### config.mk
export PLATFORM = sky130hd
export DESIGN_NAME = axi4_slave_sink_flat
export DESIGN_NICKNAME = d
export VERILOG_FILES = /design/src/rtl/axi4_slave_sink_if.sv /design/src/rtl/axi4_slave_sink.sv /design/src/flat_wrapper.sv
export SDC_FILE = /design/constraint.sdc
export NUM_CORES = 1
export LEC_CHECK = 0
export CORE_AREA = 2 2 529 531
export CTS_CLUSTER_DIAMETER = 50
export DETAILED_ROUTE_END_ITERATION = 6
export DIE_AREA = 0 0 531 533
export GPL_TIMING_DRIVEN = 0
export SLEW_MARGIN = 20
export SYNTH_ARGS = -nofsm -noshare
export SYNTH_HDL_FRONTEND = slang
export SYNTH_SLANG_ARGS = --single-unit
### constraint.sdc
create_clock -name clk -period 1.91 [get_ports clk]
set_input_delay 0.382 -clock clk [delete_from_list [all_inputs] [get_ports clk]]
set_output_delay 0.382 -clock clk [all_outputs]
set_load 0.01 [all_outputs]
### src/rtl/axi4_slave_sink_if.sv
// AXI4-MM bus bundle for axi4_slave_sink: the five AXI channels with
// master (driver of AW/W/AR, consumer of B/R) and slave modports.
//
// Handshake rule for every channel: a beat transfers on a rising clk edge
// where VALID and READY are both 1. Once VALID is raised, the source holds
// VALID and its payload stable until that transfer. READY may change freely.
interface axi4_slave_sink_if #(
  parameter int DW = 512,
  parameter int AW = 64,
  parameter int IW = 4
);
  // write address channel
  logic [AW-1:0]   S_AXI_AWADDR;
  logic [7:0]      S_AXI_AWLEN;
  logic [2:0]      S_AXI_AWSIZE;
  logic [IW-1:0]   S_AXI_AWID;
  logic [1:0]      S_AXI_AWBURST;
  logic            S_AXI_AWLOCK;
  logic [3:0]      S_AXI_AWCACHE;
  logic [3:0]      S_AXI_AWQOS;
  logic [2:0]      S_AXI_AWPROT;
  logic            S_AXI_AWVALID;
  logic            S_AXI_AWREADY;
  // write data channel
  logic [DW-1:0]   S_AXI_WDATA;
  logic [DW/8-1:0] S_AXI_WSTRB;
  logic            S_AXI_WLAST;
  logic            S_AXI_WVALID;
  logic            S_AXI_WREADY;
  // write response channel
  logic [IW-1:0]   S_AXI_BID;
  logic [1:0]      S_AXI_BRESP;
  logic            S_AXI_BVALID;
  logic            S_AXI_BREADY;
  // read address channel
  logic [AW-1:0]   S_AXI_ARADDR;
  logic [7:0]      S_AXI_ARLEN;
  logic [2:0]      S_AXI_ARSIZE;
  logic [IW-1:0]   S_AXI_ARID;
  logic [1:0]      S_AXI_ARBURST;
  logic            S_AXI_ARLOCK;
  logic [3:0]      S_AXI_ARCACHE;
  logic [3:0]      S_AXI_ARQOS;
  logic [2:0]      S_AXI_ARPROT;
  logic            S_AXI_ARVALID;
  logic            S_AXI_ARREADY;
  // read data channel
  logic [DW-1:0]   S_AXI_RDATA;
  logic [IW-1:0]   S_AXI_RID;
  logic [1:0]      S_AXI_RRESP;
  logic            S_AXI_RLAST;
  logic            S_AXI_RVALID;
  logic            S_AXI_RREADY;

  modport slave (
    input  S_AXI_AWADDR, S_AXI_AWLEN, S_AXI_AWSIZE, S_AXI_AWID, S_AXI_AWBURST,
           S_AXI_AWLOCK, S_AXI_AWCACHE, S_AXI_AWQOS, S_AXI_AWPROT, S_AXI_AWVALID,
           S_AXI_WDATA, S_AXI_WSTRB, S_AXI_WLAST, S_AXI_WVALID,
           S_AXI_BREADY,
           S_AXI_ARADDR, S_AXI_ARLEN, S_AXI_ARSIZE, S_AXI_ARID, S_AXI_ARBURST,
           S_AXI_ARLOCK, S_AXI_ARCACHE, S_AXI_ARQOS, S_AXI_ARPROT, S_AXI_ARVALID,
           S_AXI_RREADY,
    output S_AXI_AWREADY, S_AXI_WREADY,
           S_AXI_BID, S_AXI_BRESP, S_AXI_BVALID,
           S_AXI_ARREADY,
           S_AXI_RDATA, S_AXI_RID, S_AXI_RRESP, S_AXI_RLAST, S_AXI_RVALID
  );

  modport master (
    output S_AXI_AWADDR, S_AXI_AWLEN, S_AXI_AWSIZE, S_AXI_AWID, S_AXI_AWBURST,
           S_AXI_AWLOCK, S_AXI_AWCACHE, S_AXI_AWQOS, S_AXI_AWPROT, S_AXI_AWVALID,
           S_AXI_WDATA, S_AXI_WSTRB, S_AXI_WLAST, S_AXI_WVALID,
           S_AXI_BREADY,
           S_AXI_ARADDR, S_AXI_ARLEN, S_AXI_ARSIZE, S_AXI_ARID, S_AXI_ARBURST,
           S_AXI_ARLOCK, S_AXI_ARCACHE, S_AXI_ARQOS, S_AXI_ARPROT, S_AXI_ARVALID,
           S_AXI_RREADY,
    input  S_AXI_AWREADY, S_AXI_WREADY,
           S_AXI_BID, S_AXI_BRESP, S_AXI_BVALID,
           S_AXI_ARREADY,
           S_AXI_RDATA, S_AXI_RID, S_AXI_RRESP, S_AXI_RLAST, S_AXI_RVALID
  );
endinterface

### src/rtl/axi4_slave_sink.sv
// axi4_slave_sink: AXI4-MM termination. Write bursts are swallowed and
// answered with a B response (SLVERR if WLAST was misplaced); read bursts
// return ARLEN+1 beats of generated data. Completed bursts are counted.
// Optional feature macro AXI_SINK_PATTERN_EN: when defined, each R beat
// carries its zero-extended beat address replicated across RDATA; when
// undefined, RDATA is constant 0 and no address tracking exists.
// All outputs come straight from flops whose next value is decoded from the
// next FSM state, so they change only on clk edges (or on async reset).
module axi4_slave_sink #(
  parameter int DW = 512,
  parameter int AW = 64,
  parameter int IW = 4
) (
  input  logic        clk,
  input  logic        resetn,
  axi4_slave_sink_if.slave s_axi,
  output logic [31:0] wr_burst_count,
  output logic [31:0] rd_burst_count
);

  typedef enum logic [1:0] {W_IDLE = 2'd0, W_DATA = 2'd1, W_RESP = 2'd2} w_state_e;
  typedef enum logic       {R_IDLE = 1'b0, R_DATA = 1'b1} r_state_e;

  // ---------------- write side ----------------
  w_state_e      w_state_q, w_state_d;
  logic [IW-1:0] awid_q, awid_d;
  logic [7:0]    awlen_q, awlen_d;
  logic [8:0]    w_beats_q, w_beats_d;
  logic          w_err_q, w_err_d;
  logic [31:0]   wr_cnt_q, wr_cnt_d;
  logic          awready_q, awready_d;
  logic          wready_q, wready_d;
  logic          bvalid_q, bvalid_d;
  logic [IW-1:0] bid_q, bid_d;
  logic [1:0]    bresp_q, bresp_d;

  logic          aw_hs, w_hs, b_hs, w_final;
  logic [8:0]    w_beat_next;

  assign aw_hs       = s_axi.S_AXI_AWVALID && awready_q;
  assign w_hs        = s_axi.S_AXI_WVALID && wready_q;
  assign b_hs        = bvalid_q && s_axi.S_AXI_BREADY;
  assign w_beat_next = w_beats_q + 9'd1;
  // Burst ends on beat count alone; WLAST only feeds the error flag.
  assign w_final     = (w_beat_next == ({1'b0, awlen_q} + 9'd1));

  // Write FSM state and burst bookkeeping registers
  always_ff @(posedge clk or negedge resetn) begin
    if (!resetn) begin
      w_state_q <= W_IDLE;
      awid_q    <= '0;
      awlen_q   <= '0;
      w_beats_q <= '0;
      w_err_q   <= 1'b0;
      wr_cnt_q  <= '0;
      awready_q <= 1'b0;
      wready_q  <= 1'b0;
      bvalid_q  <= 1'b0;
      bid_q     <= '0;
      bresp_q   <= '0;
    end else begin
      w_state_q <= w_state_d;
      awid_q    <= awid_d;
      awlen_q   <= awlen_d;
      w_beats_q <= w_beats_d;
      w_err_q   <= w_err_d;
      wr_cnt_q  <= wr_cnt_d;
      awready_q <= awready_d;
      wready_q  <= wready_d;
      bvalid_q  <= bvalid_d;
      bid_q     <= bid_d;
      bresp_q   <= bresp_d;
    end
  end

  // Write FSM next state: AW latch, beat counting, WLAST check, B completion
  always_comb begin
    w_state_d = w_state_q;
    awid_d    = awid_q;
    awlen_d   = awlen_q;
    w_beats_d = w_beats_q;
    w_err_d   = w_err_q;
    wr_cnt_d  = wr_cnt_q;
    case (w_state_q)
      W_IDLE: begin
        if (aw_hs) begin
          awid_d    = s_axi.S_AXI_AWID;
          awlen_d   = s_axi.S_AXI_AWLEN;
          w_beats_d = '0;
          w_state_d = W_DATA;
        end
      end
      W_DATA: begin
        if (w_hs) begin
          w_beats_d = w_beat_next;
          if (s_axi.S_AXI_WLAST != w_final) w_err_d = 1'b1;
          if (w_final) w_state_d = W_RESP;
        end
      end
      W_RESP: begin
        if (b_hs) begin
          wr_cnt_d  = wr_cnt_q + 32'd1;
          w_err_d   = 1'b0;
          w_state_d = W_IDLE;
        end
      end
      default: w_state_d = W_IDLE;
    endcase
  end

  // Write channel outputs decoded from the next state, registered above
  always_comb begin
    awready_d = (w_state_d == W_IDLE);
    wready_d  = (w_state_d == W_DATA);
    bvalid_d  = (w_state_d == W_RESP);
    bid_d     = bvalid_d ? awid_d : '0;
    bresp_d   = (bvalid_d && w_err_d) ? 2'b10 : 2'b00;
  end

  // ---------------- read side ----------------
  r_state_e      r_state_q, r_state_d;
  logic [IW-1:0] arid_q, arid_d;
  logic [7:0]    arlen_q, arlen_d;
  logic [7:0]    r_beats_q, r_beats_d;
  logic [31:0]   rd_cnt_q, rd_cnt_d;
  logic          arready_q, arready_d;
  logic          rvalid_q, rvalid_d;
  logic [IW-1:0] rid_q, rid_d;
  logic          rlast_q, rlast_d;
  logic [DW-1:0] rdata_q, rdata_d;

  logic          ar_hs, r_hs;

  assign ar_hs = s_axi.S_AXI_ARVALID && arready_q;
  assign r_hs  = rvalid_q && s_axi.S_AXI_RREADY;

`ifdef AXI_SINK_PATTERN_EN
  logic [AW-1:0] r_addr_q, r_addr_d;
  logic [2:0]    r_size_q, r_size_d;
  logic [1:0]    r_burst_q, r_burst_d;

  // Beat address tracking for the generated read pattern
  always_ff @(posedge clk or negedge resetn) begin
    if (!resetn) begin
      r_addr_q  <= '0;
      r_size_q  <= '0;
      r_burst_q <= '0;
    end else begin
      r_addr_q  <= r_addr_d;
      r_size_q  <= r_size_d;
      r_burst_q <= r_burst_d;
    end
  end

  // Next beat address: INCR and WRAP step by the beat size, FIXED/reserved hold
  always_comb begin
    r_addr_d  = r_addr_q;
    r_size_d  = r_size_q;
    r_burst_d = r_burst_q;
    if (r_state_q == R_IDLE && ar_hs) begin
      r_addr_d  = s_axi.S_AXI_ARADDR;
      r_size_d  = s_axi.S_AXI_ARSIZE;
      r_burst_d = s_axi.S_AXI_ARBURST;
    end else if (r_state_q == R_DATA && r_hs) begin
      if (r_burst_q == 2'b01 || r_burst_q == 2'b10)
        r_addr_d = r_addr_q + (AW'(1) << r_size_q);
    end
  end
`endif

  // Read FSM state and burst bookkeeping registers
  always_ff @(posedge clk or negedge resetn) begin
    if (!resetn) begin
      r_state_q <= R_IDLE;
      arid_q    <= '0;
      arlen_q   <= '0;
      r_beats_q <= '0;
      rd_cnt_q  <= '0;
      arready_q <= 1'b0;
      rvalid_q  <= 1'b0;
      rid_q     <= '0;
      rlast_q   <= 1'b0;
      rdata_q   <= '0;
    end else begin
      r_state_q <= r_state_d;
      arid_q    <= arid_d;
      arlen_q   <= arlen_d;
      r_beats_q <= r_beats_d;
      rd_cnt_q  <= rd_cnt_d;
      arready_q <= arready_d;
      rvalid_q  <= rvalid_d;
      rid_q     <= rid_d;
      rlast_q   <= rlast_d;
      rdata_q   <= rdata_d;
    end
  end

  // Read FSM next state: AR latch, beat advance, completion on the RLAST beat
  always_comb begin
    r_state_d = r_state_q;
    arid_d    = arid_q;
    arlen_d   = arlen_q;
    r_beats_d = r_beats_q;
    rd_cnt_d  = rd_cnt_q;
    case (r_state_q)
      R_IDLE: begin
        if (ar_hs) begin
          arid_d    = s_axi.S_AXI_ARID;
          arlen_d   = s_axi.S_AXI_ARLEN;
          r_beats_d = '0;
          r_state_d = R_DATA;
        end
      end
      R_DATA: begin
        if (r_hs) begin
          r_beats_d = r_beats_q + 8'd1;
          if (r_beats_q == arlen_q) begin
            rd_cnt_d  = rd_cnt_q + 32'd1;
            r_state_d = R_IDLE;
          end
        end
      end
      default: r_state_d = R_IDLE;
    endcase
  end

  // Read channel outputs decoded from the next state, registered above
  always_comb begin
    arready_d = (r_state_d == R_IDLE);
    rvalid_d  = (r_state_d == R_DATA);
    rid_d     = rvalid_d ? arid_d : '0;
    rlast_d   = rvalid_d && (r_beats_d == arlen_d);
    rdata_d   = '0;
`ifdef AXI_SINK_PATTERN_EN
    if (rvalid_d) rdata_d = {(DW/64){64'(r_addr_d)}};
`endif
  end

  // Inputs that the sink deliberately ignores
  logic unused_inputs;
`ifdef AXI_SINK_PATTERN_EN
  assign unused_inputs = ^{s_axi.S_AXI_AWADDR, s_axi.S_AXI_AWSIZE, s_axi.S_AXI_AWBURST,
                           s_axi.S_AXI_AWLOCK, s_axi.S_AXI_AWCACHE, s_axi.S_AXI_AWQOS,
                           s_axi.S_AXI_AWPROT, s_axi.S_AXI_WDATA, s_axi.S_AXI_WSTRB,
                           s_axi.S_AXI_ARLOCK, s_axi.S_AXI_ARCACHE, s_axi.S_AXI_ARQOS,
                           s_axi.S_AXI_ARPROT};
`else
  assign unused_inputs = ^{s_axi.S_AXI_AWADDR, s_axi.S_AXI_AWSIZE, s_axi.S_AXI_AWBURST,
                           s_axi.S_AXI_AWLOCK, s_axi.S_AXI_AWCACHE, s_axi.S_AXI_AWQOS,
                           s_axi.S_AXI_AWPROT, s_axi.S_AXI_WDATA, s_axi.S_AXI_WSTRB,
                           s_axi.S_AXI_ARLOCK, s_axi.S_AXI_ARCACHE, s_axi.S_AXI_ARQOS,
                           s_axi.S_AXI_ARPROT, s_axi.S_AXI_ARADDR, s_axi.S_AXI_ARSIZE,
                           s_axi.S_AXI_ARBURST};
`endif

  assign s_axi.S_AXI_AWREADY = awready_q;
  assign s_axi.S_AXI_WREADY  = wready_q;
  assign s_axi.S_AXI_BVALID  = bvalid_q;
  assign s_axi.S_AXI_BID     = bid_q;
  assign s_axi.S_AXI_BRESP   = bresp_q;
  assign s_axi.S_AXI_ARREADY = arready_q;
  assign s_axi.S_AXI_RVALID  = rvalid_q;
  assign s_axi.S_AXI_RID     = rid_q;
  assign s_axi.S_AXI_RRESP   = 2'b00;
  assign s_axi.S_AXI_RLAST   = rlast_q;
  assign s_axi.S_AXI_RDATA   = rdata_q;
  assign wr_burst_count      = wr_cnt_q;
  assign rd_burst_count      = rd_cnt_q;

endmodule

### src/flat_wrapper.sv
// flat-port wrapper written by rule: the top's interface ports become plain ports
module axi4_slave_sink_flat 
#(
  parameter int DW = 512,
  parameter int AW = 64,
  parameter int IW = 4
)
  (clk, resetn, wr_burst_count, rd_burst_count, s_axi_S_AXI_AWADDR, s_axi_S_AXI_AWLEN, s_axi_S_AXI_AWSIZE, s_axi_S_AXI_AWID, s_axi_S_AXI_AWBURST, s_axi_S_AXI_AWLOCK, s_axi_S_AXI_AWCACHE, s_axi_S_AXI_AWQOS, s_axi_S_AXI_AWPROT, s_axi_S_AXI_AWVALID, s_axi_S_AXI_WDATA, s_axi_S_AXI_WSTRB, s_axi_S_AXI_WLAST, s_axi_S_AXI_WVALID, s_axi_S_AXI_BREADY, s_axi_S_AXI_ARADDR, s_axi_S_AXI_ARLEN, s_axi_S_AXI_ARSIZE, s_axi_S_AXI_ARID, s_axi_S_AXI_ARBURST, s_axi_S_AXI_ARLOCK, s_axi_S_AXI_ARCACHE, s_axi_S_AXI_ARQOS, s_axi_S_AXI_ARPROT, s_axi_S_AXI_ARVALID, s_axi_S_AXI_RREADY, s_axi_S_AXI_AWREADY, s_axi_S_AXI_WREADY, s_axi_S_AXI_BID, s_axi_S_AXI_BRESP, s_axi_S_AXI_BVALID, s_axi_S_AXI_ARREADY, s_axi_S_AXI_RDATA, s_axi_S_AXI_RID, s_axi_S_AXI_RRESP, s_axi_S_AXI_RLAST, s_axi_S_AXI_RVALID);
  axi4_slave_sink_if #(.DW(DW), .AW(AW), .IW(IW)) s_axi_i ();
  input  logic clk;
  input  logic resetn;
  output logic [31:0] wr_burst_count;
  output logic [31:0] rd_burst_count;
  input wire logic [$bits(s_axi_i.S_AXI_AWADDR)-1:0] s_axi_S_AXI_AWADDR;
  input wire logic [$bits(s_axi_i.S_AXI_AWLEN)-1:0] s_axi_S_AXI_AWLEN;
  input wire logic [$bits(s_axi_i.S_AXI_AWSIZE)-1:0] s_axi_S_AXI_AWSIZE;
  input wire logic [$bits(s_axi_i.S_AXI_AWID)-1:0] s_axi_S_AXI_AWID;
  input wire logic [$bits(s_axi_i.S_AXI_AWBURST)-1:0] s_axi_S_AXI_AWBURST;
  input wire logic [$bits(s_axi_i.S_AXI_AWLOCK)-1:0] s_axi_S_AXI_AWLOCK;
  input wire logic [$bits(s_axi_i.S_AXI_AWCACHE)-1:0] s_axi_S_AXI_AWCACHE;
  input wire logic [$bits(s_axi_i.S_AXI_AWQOS)-1:0] s_axi_S_AXI_AWQOS;
  input wire logic [$bits(s_axi_i.S_AXI_AWPROT)-1:0] s_axi_S_AXI_AWPROT;
  input wire logic [$bits(s_axi_i.S_AXI_AWVALID)-1:0] s_axi_S_AXI_AWVALID;
  input wire logic [$bits(s_axi_i.S_AXI_WDATA)-1:0] s_axi_S_AXI_WDATA;
  input wire logic [$bits(s_axi_i.S_AXI_WSTRB)-1:0] s_axi_S_AXI_WSTRB;
  input wire logic [$bits(s_axi_i.S_AXI_WLAST)-1:0] s_axi_S_AXI_WLAST;
  input wire logic [$bits(s_axi_i.S_AXI_WVALID)-1:0] s_axi_S_AXI_WVALID;
  input wire logic [$bits(s_axi_i.S_AXI_BREADY)-1:0] s_axi_S_AXI_BREADY;
  input wire logic [$bits(s_axi_i.S_AXI_ARADDR)-1:0] s_axi_S_AXI_ARADDR;
  input wire logic [$bits(s_axi_i.S_AXI_ARLEN)-1:0] s_axi_S_AXI_ARLEN;
  input wire logic [$bits(s_axi_i.S_AXI_ARSIZE)-1:0] s_axi_S_AXI_ARSIZE;
  input wire logic [$bits(s_axi_i.S_AXI_ARID)-1:0] s_axi_S_AXI_ARID;
  input wire logic [$bits(s_axi_i.S_AXI_ARBURST)-1:0] s_axi_S_AXI_ARBURST;
  input wire logic [$bits(s_axi_i.S_AXI_ARLOCK)-1:0] s_axi_S_AXI_ARLOCK;
  input wire logic [$bits(s_axi_i.S_AXI_ARCACHE)-1:0] s_axi_S_AXI_ARCACHE;
  input wire logic [$bits(s_axi_i.S_AXI_ARQOS)-1:0] s_axi_S_AXI_ARQOS;
  input wire logic [$bits(s_axi_i.S_AXI_ARPROT)-1:0] s_axi_S_AXI_ARPROT;
  input wire logic [$bits(s_axi_i.S_AXI_ARVALID)-1:0] s_axi_S_AXI_ARVALID;
  input wire logic [$bits(s_axi_i.S_AXI_RREADY)-1:0] s_axi_S_AXI_RREADY;
  output wire logic [$bits(s_axi_i.S_AXI_AWREADY)-1:0] s_axi_S_AXI_AWREADY;
  output wire logic [$bits(s_axi_i.S_AXI_WREADY)-1:0] s_axi_S_AXI_WREADY;
  output wire logic [$bits(s_axi_i.S_AXI_BID)-1:0] s_axi_S_AXI_BID;
  output wire logic [$bits(s_axi_i.S_AXI_BRESP)-1:0] s_axi_S_AXI_BRESP;
  output wire logic [$bits(s_axi_i.S_AXI_BVALID)-1:0] s_axi_S_AXI_BVALID;
  output wire logic [$bits(s_axi_i.S_AXI_ARREADY)-1:0] s_axi_S_AXI_ARREADY;
  output wire logic [$bits(s_axi_i.S_AXI_RDATA)-1:0] s_axi_S_AXI_RDATA;
  output wire logic [$bits(s_axi_i.S_AXI_RID)-1:0] s_axi_S_AXI_RID;
  output wire logic [$bits(s_axi_i.S_AXI_RRESP)-1:0] s_axi_S_AXI_RRESP;
  output wire logic [$bits(s_axi_i.S_AXI_RLAST)-1:0] s_axi_S_AXI_RLAST;
  output wire logic [$bits(s_axi_i.S_AXI_RVALID)-1:0] s_axi_S_AXI_RVALID;
  assign s_axi_i.S_AXI_AWADDR = s_axi_S_AXI_AWADDR;
  assign s_axi_i.S_AXI_AWLEN = s_axi_S_AXI_AWLEN;
  assign s_axi_i.S_AXI_AWSIZE = s_axi_S_AXI_AWSIZE;
  assign s_axi_i.S_AXI_AWID = s_axi_S_AXI_AWID;
  assign s_axi_i.S_AXI_AWBURST = s_axi_S_AXI_AWBURST;
  assign s_axi_i.S_AXI_AWLOCK = s_axi_S_AXI_AWLOCK;
  assign s_axi_i.S_AXI_AWCACHE = s_axi_S_AXI_AWCACHE;
  assign s_axi_i.S_AXI_AWQOS = s_axi_S_AXI_AWQOS;
  assign s_axi_i.S_AXI_AWPROT = s_axi_S_AXI_AWPROT;
  assign s_axi_i.S_AXI_AWVALID = s_axi_S_AXI_AWVALID;
  assign s_axi_i.S_AXI_WDATA = s_axi_S_AXI_WDATA;
  assign s_axi_i.S_AXI_WSTRB = s_axi_S_AXI_WSTRB;
  assign s_axi_i.S_AXI_WLAST = s_axi_S_AXI_WLAST;
  assign s_axi_i.S_AXI_WVALID = s_axi_S_AXI_WVALID;
  assign s_axi_i.S_AXI_BREADY = s_axi_S_AXI_BREADY;
  assign s_axi_i.S_AXI_ARADDR = s_axi_S_AXI_ARADDR;
  assign s_axi_i.S_AXI_ARLEN = s_axi_S_AXI_ARLEN;
  assign s_axi_i.S_AXI_ARSIZE = s_axi_S_AXI_ARSIZE;
  assign s_axi_i.S_AXI_ARID = s_axi_S_AXI_ARID;
  assign s_axi_i.S_AXI_ARBURST = s_axi_S_AXI_ARBURST;
  assign s_axi_i.S_AXI_ARLOCK = s_axi_S_AXI_ARLOCK;
  assign s_axi_i.S_AXI_ARCACHE = s_axi_S_AXI_ARCACHE;
  assign s_axi_i.S_AXI_ARQOS = s_axi_S_AXI_ARQOS;
  assign s_axi_i.S_AXI_ARPROT = s_axi_S_AXI_ARPROT;
  assign s_axi_i.S_AXI_ARVALID = s_axi_S_AXI_ARVALID;
  assign s_axi_i.S_AXI_RREADY = s_axi_S_AXI_RREADY;
  assign s_axi_S_AXI_AWREADY = s_axi_i.S_AXI_AWREADY;
  assign s_axi_S_AXI_WREADY = s_axi_i.S_AXI_WREADY;
  assign s_axi_S_AXI_BID = s_axi_i.S_AXI_BID;
  assign s_axi_S_AXI_BRESP = s_axi_i.S_AXI_BRESP;
  assign s_axi_S_AXI_BVALID = s_axi_i.S_AXI_BVALID;
  assign s_axi_S_AXI_ARREADY = s_axi_i.S_AXI_ARREADY;
  assign s_axi_S_AXI_RDATA = s_axi_i.S_AXI_RDATA;
  assign s_axi_S_AXI_RID = s_axi_i.S_AXI_RID;
  assign s_axi_S_AXI_RRESP = s_axi_i.S_AXI_RRESP;
  assign s_axi_S_AXI_RLAST = s_axi_i.S_AXI_RLAST;
  assign s_axi_S_AXI_RVALID = s_axi_i.S_AXI_RVALID;
  axi4_slave_sink #(.DW(DW), .AW(AW), .IW(IW)) u_core (.clk(clk), .resetn(resetn), .s_axi(s_axi_i), .wr_burst_count(wr_burst_count), .rd_burst_count(rd_burst_count));
endmodule
==> results.cfg <==
[placed_design]
io_buffers = 110
dp_hpwl_mm = 27.9
gp_congestion = 0.709
placed_area_mm2 = 0.0175

[min_path]
holdCritPathClass = in2reg
hold_depth = 3
min_from = s_axi_S_AXI_RREADY
hold_path_end = u_core.r_beats_q[0]

[sta]
fin_crit_sh_pct = 113
setup_violations = 56
worst_slack_ns = -0.245
skew_ns = 0.0345
relSlewSlack_pct = 62.8
drv_slew = 0
period_needed_ns = 2.15
grt_setup_unrepaired = yes
worst_pin_slew_ns = 0.559
max_freq_ghz = 0.464
finalHoldViolations = 0

[setup_path]
cp_slowest_stage_delay_ns = 0.43
r2r_end = u_core.s_axi.S_AXI_BRESP[1]
crit_fanout = 6
rrSetupSlack_ns = -0.24
arrival_ns = 2.62
reg2regPathDepth = 8
r2r-start = u_core.w_beats_q[0]
cp-end-kind = flip-flop
crit_path_start_kind = flip-flop
path_cells = ha_4 > xnor2_2 > xnor2_1 > nor3_2 > nand3_4 > nor4_4 > o22ai_4 > a31oi_2
cp.required_ns = 2.38
crit_type = reg2reg
cp_slowest_cell = dfrtp_2

[finish]
num-nets-final = 2527
drive_above_1_share_pct = 44.2
fin_util_pct = 6.94
finalInstanceArea_mm2 = 0.0193
syn2layout_area_growth_pct = 98.5

[clock_tree]
clkTransAtPathRegs_ns = 0.09
insertion_delay_ns = 0.54
clockBufferDepth = 3
root_buffer = clkbuf_16
cts_buffers = 25
cts_tree = done
clock_sinks = 123
h-tree-depth = 4

[power]
p_leak_nw = 8.72
vdd_drop_max_mv = 0.380
powerDensity_mw_per_mm2 = 616

[drt]
drt_pass1_iterations = 5
wire_per_inst_um = 6.25
drt-total-wl_mm = 34.2
via_per_inst = 1.33
drc_errors = 0
vias = 7270
first_iter_violations = 176
antenna_left = 0

[yosys]
yosys.cell_types.count = 56
avgSynthCellArea_um2 = 9.37
synthArstFlopShare_pct = 100
netlist_area_mm2 = 0.00971
yosys.area.top_type_share_pct = 39.9
yosys.cell_count.top_type = buf_4
syn_inst = 1037
synthTopCellsByCount = buf_4 (516), dfrtp_1 (123), xnor2_1 (64), nand2_1 (51), nand3_1 (30)
yosysWarnings = 0
ys_ff_latch = 123
ys_seq_area_share_pct = 31.7
synth_ff_type = dfrtp_1
synth_top_cell_by_area = buf_4
synth_edf_count = 0
synth_area_leaders = buf_4 (40%), dfrtp_1 (32%), xnor2_1 (5.8%)

[die]
io_pins = 1364
die_y_um = 533
dieArea_mm2 = 0.283
start_util_pct = 3.50
die_w_um = 531
core_area_mm2 = 0.278
rows = 194

[global_routing]
grt_max_degree = 75
grt_antenna_before_repair = 10
grt_pass1_vias = 6308
grt-ovfl-total = 0
grtUsageTotal_pct = 2.30
grt_pass1_wl_mm = 45.4

[run]
max_cap_violations = 0

[outcome]
failed_checks = negative setup slack
status = complete, but fails checks
==> worst max-delay path by stage <==
stage / depth (start not counted) / from / to / slack (ns)
floorplan: 8 / u_core.awlen_q[0] / u_core.s_axi.S_AXI_AWREADY / -0.11
global placement: 1 / resetn / u_core.rd_burst_count[8] / -6.10
detailed placement: 9 / s_axi_S_AXI_RREADY / u_core.rd_burst_count[23] / -1.45
CTS: 8 / u_core.w_beats_q[0] / u_core.s_axi.S_AXI_BID[1] / -0.42
global route: 8 / u_core.awlen_q[0] / u_core.s_axi.S_AXI_BRESP[1] / -0.39
finish: 8 / u_core.w_beats_q[0] / u_core.s_axi.S_AXI_BRESP[1] / -0.24
==> cell families (layout without fill, tap and decap cells) <==
| kind of cell | count (synthesis) | in the layout | synth area share (%) |
|---|---|---|---|
| buffers and inverters | 538 | 740 | 40.7 |
| and+or+nand+nor | 200 | 200 | 11.4 |
| DFF | 123 | 123 | 31.7 |
| xor gates and xnor gates | 93 | 93 | 8.67 |
| AOI/OAI and AO/OA | 45 | 45 | 3.05 |
| muxes | 28 | 28 | 3.22 |
| adders and majority gates | 9 | 9 | 1.16 |
| other | 1 | 519 | 0.0386 |
==> placed cells by master, fill, tap and decap left out, types with 17 or more instances in the layout <==
cell type        netlist  final
buf_4                516    556
conb_1                 1    515
dfrtp_1              123    103
dlygate4sd2_1          0     60
xnor2_1               64     53
clkdlybuf4s50_1        0     41
nand2_1               51     39
xor2_1                27     26
mux2_2                26     25
clkbuf_16              0     25
dfrtp_2                0     20
nand4_1               19     19
buf_6                  0     18
o21ai_0               18     17
==> registers in the layout (all words and copies together), names as in the netlist, 2 cells and up <==
signal / flops
u_core.rd_burst_count: 32
u_core.wr_burst_count: 32
u_core.w_beats_q: 9
u_core.arlen_q: 8
u_core.awlen_q: 8
u_core.r_beats_q: 8
u_core.arid_q: 4
u_core.awid_q: 4
u_core.s_axi.S_AXI_BID: 4
u_core.s_axi.S_AXI_RID: 4
u_core.w_state_q: 2
==> cell type report <==
cell class / instances / area (um^2)
Antenna cell: 4 / 10.0
Clock buffer: 29 / 661
Tap cell: 3724 / 4660
Inverter: 14 / 55.1
Timing Repair Buffer: 174 / 1640
Fill cell: 32600 / 259000
Clock inverter: 3 / 17.5
Multi-Input combinational cell: 890 / 5240
Sequential cell: 123 / 3100
Buffer: 520 / 3900
==> per-layer routing <==
| metal | global-route usage, % | up-vias | wire length (um) |
|---|---|---|---|
| met3 | 0.728 | 50 | 3020 |
| met1 | 2.13 | 3187 | 10900 |
| li1 | - | 3749 | - |
| met4 | 1.47 | 4 | 1460 |
| met2 | 4.30 | 280 | 18800 |
| met5 | 0 | - | 23 |
==> through the flow <==
| step | TNS (ns) | hold slack, ns | power, mW | setup slack (ns) | std cells |
|---|---|---|---|---|---|
| final | -7.47 | 0.268 | 11.9 | -0.245 | 5481 |
| after global routing | -15.50 | 0.287 | 12.7 | -0.391 | 5478 |
| after CTS | -10.28 | 0.325 | 12.1 | -0.424 | 5464 |
| after detailed placement | -88.44 | 0.326 | 7.19 | -1.45 | 5387 |
| after global placement | -794.97 | 0.460 | 7.15 | -6.10 | 5385 |
| after floorplan | -0.855 | 0.0864 | 6.07 | -0.112 | 1551 |
==> repair_timing <==
item / CTS / global route
pin swaps: 62 / 58
cloned: 0 / 0
hold endpoints to repair: 49 / 0
resized for setup: 193 / 58
setup endpoints to repair: 173 / 68
buffers inserted: 47 / 18
hold buffers: 1 / 0
==> report_power, final <==
part | switching (mW) | internal (mW)
sequential | 0.412 | 3.05
combinational | 2.21 | 2.14
clock | 1.66 | 2.42
==> worst max-delay path: cells and delay by family (launching register included) <==
family / cells / cell delay (ns)
AOI/OAI and AO/OA: 2 / 0.41
xor gates and xnor gates: 2 / 0.28
adders and majority gates: 1 / 0.19
DFF: 1 / 0.43
and+or+nand+nor: 3 / 0.77
No activity file was read; power rests on OpenSTA's default activity.
